## src/rtl/mulby255.sv

```systemverilog
// Byte-serial multiply-by-255: X = (Y << 8) - Y, one 8-bit subtract-with-borrow per cycle.
// Operand and result move as two 16-bit halves over a flag-handshaked port.
module mulby255 (
  input  logic        clk,
  input  logic        rst_n,
  input  logic [15:0] x_i,
  input  logic        flg1_i,
  input  logic        flg2_i,
  input  logic        flg3_i,
  input  logic        flg4_i,
  output logic [15:0] y_o,
  output logic        ovf_o,
  output logic        done_o
);

  typedef enum logic [3:0] {
    StIdle = 4'd0,
    StRdHi = 4'd1,
    StRdLo = 4'd2,
    StC0   = 4'd3,
    StC1   = 4'd4,
    StC2   = 4'd5,
    StC3   = 4'd6,
    StC4   = 4'd7,
    StWrHi = 4'd8,
    StWrLo = 4'd9
  } state_e;

  state_e      state_q, state_d;
  logic [31:0] op_q, op_d;
  logic [31:0] z_q, z_d;
  logic        b_q, b_d;
  logic [15:0] y_q, y_d;
  logic        ovf_q, ovf_d;
  logic        done_q, done_d;

  logic [7:0]  min_byte, sub_byte;
  logic [8:0]  diff;

  // Digit i of (Y<<8) is Y digit i-1, so each stage subtracts Y_i from Y_{i-1}.
  always_comb begin
    min_byte = 8'd0;
    sub_byte = 8'd0;
    case (state_q)
      StC0: begin
        min_byte = 8'd0;
        sub_byte = op_q[7:0];
      end
      StC1: begin
        min_byte = op_q[7:0];
        sub_byte = op_q[15:8];
      end
      StC2: begin
        min_byte = op_q[15:8];
        sub_byte = op_q[23:16];
      end
      StC3: begin
        min_byte = op_q[23:16];
        sub_byte = op_q[31:24];
      end
      default: begin
        min_byte = 8'd0;
        sub_byte = 8'd0;
      end
    endcase
  end

  // Bit 8 of the 9-bit difference is set exactly when the stage borrows.
  assign diff = {1'b0, min_byte} - {1'b0, sub_byte} - {8'd0, b_q};

  always_comb begin
    state_d = state_q;
    op_d    = op_q;
    z_d     = z_q;
    b_d     = b_q;
    ovf_d   = ovf_q;
    case (state_q)
      StIdle: begin
        ovf_d = 1'b0;
        if (flg1_i) state_d = StRdHi;
      end
      StRdHi: begin
        op_d[31:16] = x_i;
        if (flg2_i) state_d = StRdLo;
      end
      StRdLo: begin
        op_d[15:0] = x_i;
        b_d        = 1'b0;
        state_d    = StC0;
      end
      StC0: begin
        z_d[7:0] = diff[7:0];
        b_d      = diff[8];
        state_d  = StC1;
      end
      StC1: begin
        z_d[15:8] = diff[7:0];
        b_d       = diff[8];
        state_d   = StC2;
      end
      StC2: begin
        z_d[23:16] = diff[7:0];
        b_d        = diff[8];
        state_d    = StC3;
      end
      StC3: begin
        z_d[31:24] = diff[7:0];
        b_d        = diff[8];
        state_d    = StC4;
      end
      StC4: begin
        // Top product byte is Y3 - b; it cannot underflow.
        ovf_d   = (op_q[31:24] - {7'd0, b_q}) != 8'd0;
        state_d = StWrHi;
      end
      StWrHi: begin
        if (flg3_i) state_d = StWrLo;
      end
      StWrLo: begin
        if (flg4_i) state_d = StIdle;
      end
      default: state_d = StIdle;
    endcase
  end

  // y and done are loaded from the next state so they line up with the state change.
  always_comb begin
    y_d = y_q;
    if (state_q == StIdle) y_d = 16'd0;
    if (state_d == StWrHi) y_d = z_q[31:16];
    if (state_d == StWrLo) y_d = z_q[15:0];
    done_d = (state_d == StWrHi) || (state_d == StWrLo);
  end

  always_ff @(posedge clk or negedge rst_n) begin
    if (!rst_n) begin
      state_q <= StIdle;
      op_q    <= 32'd0;
      z_q     <= 32'd0;
      b_q     <= 1'b0;
      y_q     <= 16'd0;
      ovf_q   <= 1'b0;
      done_q  <= 1'b0;
    end else begin
      state_q <= state_d;
      op_q    <= op_d;
      z_q     <= z_d;
      b_q     <= b_d;
      y_q     <= y_d;
      ovf_q   <= ovf_d;
      done_q  <= done_d;
    end
  end

  assign y_o    = y_q;
  assign ovf_o  = ovf_q;
  assign done_o = done_q;

endmodule

```

## config.mk

```make
export PLATFORM = sky130hd
export DESIGN_NAME = mulby255
export DESIGN_NICKNAME = d
export VERILOG_FILES = /design/src/rtl/mulby255.sv
export SDC_FILE = /design/constraint.sdc
export NUM_CORES = 1
export LEC_CHECK = 0
export CAP_MARGIN = 10
export CORE_MARGIN = 10
export CORE_UTILIZATION = 40
export CTS_BUF_LIST = sky130_fd_sc_hd__clkbuf_4
export DETAILED_ROUTE_END_ITERATION = 7
export GPL_TIMING_DRIVEN = 1
export PLACE_DENSITY = 0.69
export RECOVER_POWER = 25
export SYNTH_ARGS = -nofsm -noshare
export SYNTH_HDL_FRONTEND = slang
export SYNTH_SLANG_ARGS = --single-unit
```

## constraint.sdc

```tcl
create_clock -name clk -period 6.7 [get_ports clk]
set_input_delay 1.675 -clock clk [delete_from_list [all_inputs] [get_ports clk]]
set_output_delay 1.675 -clock clk [all_outputs]
set_load 0.05 [all_outputs]
```

==> qor.csv <==
stage,metric,value,unit
run_status,status,finished clean,
yosys,synthDominantCellAreaShare,0.497,
sta,worst_slack,2.76,ns
route,drc,0,
yosys,synth_ff_type,dfrtp_1,
grt,grt_overflow_total,0,
route,avgViaCountPerCell,5.52,
floorplanning,start_util,0.406,
clock_tree,ctsResizeCount,0,
grt,grtUsageMet2,0.201,
clock_tree,clockBufferDepth,2,
placement,hpwl,6.64,mm
layout,nNetsFinal,477,
grt,antenna_found_initial,0,
yosys,synth-edff-count,0,
layout,drive_gt1_frac,0.142,
critical_path,critPathMaxStageDelay,0.83,ns
yosys,synth-simple-area-share,0.122,
clock_tree,insertion_delay,0.44,ns
layout,antennaDiodeCount,0,
critical_path,cp_slowest_cell,dfrtp_1,
placement,numPortBuffers,39,
placement,place_ws,2.77,ns
critical_path,path_class,register to register,
yosys,async_flop_share,1.00,
sta,period_minus_slack,3.94,ns
floorplanning,io_pins,40,
yosys,yosysSeqAreaShare,0.497,
sta,min_period_over_period,0.588,
sta,max_freq,254,MHz
layout,nFillCells,1004,
floorplanning,die_y,125,um
placement,gp_congestion,0.830,
route,wl,9.66,mm
clock_tree,clk_pin_slew,0.14,ns
critical_path,critPathRequiredTime,7.01,ns
min_path,hold_path_class,register to register,
yosys,synth_fp_nets,452,
route,wire_per_inst,16.5,um
yosys,synthesis.area,4380,sq um
route,drt-initial-drc-count,296,
clock_tree,cts_hold_buffers,0,
sta,finalSetupViolCount,0,
clock_tree,clkSinkCount,87,
grt,grt_max_degree,88,
floorplanning,rows,38,
critical_path,rrSetupSlack,2.76,ns
critical_path,end_kind,register,
grt,gr-usage-met1,0.163,
job,max_cap_viol_count,0,
yosys,synth_cell_types,46,
yosys,ys_top_cells_by_count,"87 x dfrtp_1, 69 x nand2_1, 47 x o21ai_0, 38 x a22oi_1, 38 x mux2_2",
clock_tree,cts_root_buffer,clkbuf_4,
grt,grt_pass1_vias,3253,
floorplanning,die_area,15500,sq um
yosys,synth_top_family_by_area,compound AO/OA/AOI/OAI gates,
grt,grt_usage,0.126,
floorplanning,die_x,125,um
grt,use_met3,0.0370,
clock_tree,numCtsBuffers,9,
sta,worst_pin_slew,1.20,ns
clock_tree,cts_tree,done,
floorplanning,coreArea,10800,sq um
route,ant_nets,0,
layout,syn2layout_area_growth,12.7,%
sta,drv_slew,0,
yosys,ys_ff_latch,87,
critical_path,crit_chain,inv_1 > and4_1 > a22oi_1 > nand2_1 > fa_1 > inv_1 > ha_1 > nand4bb_1 > o22ai_2 > o41ai_1 > xor2_1 > o21ai_0,
critical_path,crit_path_max_fanout,17,
yosys,yosys_warnings,0,
clock_tree,htreeDepth,3,
critical_path,cp-start-kind,register,
yosys,synth_mux_area_frac,0.112,
grt,grt.busiest_layer,met2,
route,vias,3230,
sta,relSlewSlack,0.196,
yosys,synth.avg_cell_area,10.6,sq um
sta,rsz0062_at_grt,false,
sta,skew,0.0191,ns
route,dr.pass1.iters,5,
clock_tree,post_cts.repair.setup_buffers,0,
yosys,synth.most_common_cell,dfrtp_1,
yosys,synthCells,415,
yosys,synthAdderAreaFrac,0.0462,
sta,final-hold-violation-count,0,
yosys,synth-xor-area-share,0.0160,
grt,grt_pass1_wl,16.6,mm
yosys,synthTopCellsByArea,"dfrtp_1 50%, mux2_2 9.8%, a22oi_1 6.5%",
critical_path,arrival,4.25,ns
yosys,yosysTopAreaCell,dfrtp_1,
sta,setup_tns,0,ns
critical_path,crit_top_cell,inv_1,
yosys,synth_compound_area_frac,0.161,
## logic make-up after synthesis
kind of cell    after synthesis
xor+xnor                      8
fa+ha+maj                    15
simple gates                109
buf+inv                      43
mux                          43
flops                        87
compound gates              110
## through the flow
stage          area [sq um]   util  std cells  hold slack (ns)
2_1_floorplan          4380      -        415            0.450
3_3_place_gp           4820  0.446        569            0.461
3_5_place_dp           4820  0.446        569            0.471
4_1_cts                4940  0.458        585            0.503
5_1_grt                4940  0.458        585            0.533
6_report               4940  0.458        585            0.498
## cell usage in the layout (no fill, tap or decap), drive strengths merged, types with 2 or more instances in the layout
cell type / count
nor3: 11
a221oi: 4
a22o: 2
a22oi: 38
nand4bb: 2
nor3b: 2
dlygate4sd3: 2
nand4: 2
a21o: 3
o21ai: 49
fa: 2
mux2i: 5
dfrtp: 87
o211ai: 2
mux2: 38
and2: 3
ha: 13
buf: 3
inv: 18
xor2: 7
and3: 6
clkbuf: 10
clkinvlp: 3
nor2: 4
clkdlybuf4s50: 36
nand2: 69
nand2b: 2
a21oi: 6
## critical path: cells and delay by family, from the launching register on
family	cells	cell delay (ns)
buffers and inverters	2	0.34
flip-flops	1	0.83
adder cells (fa/ha/maj)	2	0.68
AO/OA/AOI/OAI	4	0.94
XOR/XNOR	1	0.35
AND/OR/NAND/NOR	3	0.67
## flip-flops by register name, summed over array words and instances, names as in the netlist
| name | cells |
|---|---|
| z_q | 32 |
| state_q | 4 |
| b_q | 1 |
| ovf_o | 1 |
| op_q | 32 |
| y_o | 16 |
| done_o | 1 |
## per-layer routing
metal  vias up  share of wire
met2        92           0.47
met5         -              0
li1       1538              -
met4         0         0.0063
met1      1592           0.46
met3         8          0.062
## final timing paths
path,startpoint,end,depth (start not counted)
max in group asynchronous,rst_n,op_q[27],1
max,state_q[1],z_q[13],12
max reg2reg,state_q[1],z_q[13],12
min,z_q[18],z_q[18],2
min reg2reg,z_q[18],z_q[18],2
min in group asynchronous,rst_n,z_q[0],1
## area by class of cell
cell class                      count  area [sq um]  area share
Clock buffer                       10          75.1      0.0152
Clock inverter                      6          45.0     0.00912
Inverter                           16          60.1      0.0122
Multi-Input combinational cell    285          2000       0.406
Sequential cell                    87          2180       0.441
Tap cell                          140           175      0.0355
Timing Repair Buffer               41           403      0.0816
Power is left out: the tool's default activity adds up to more than one toggle a clock period on the data nets, which glitch-free logic cannot reach.
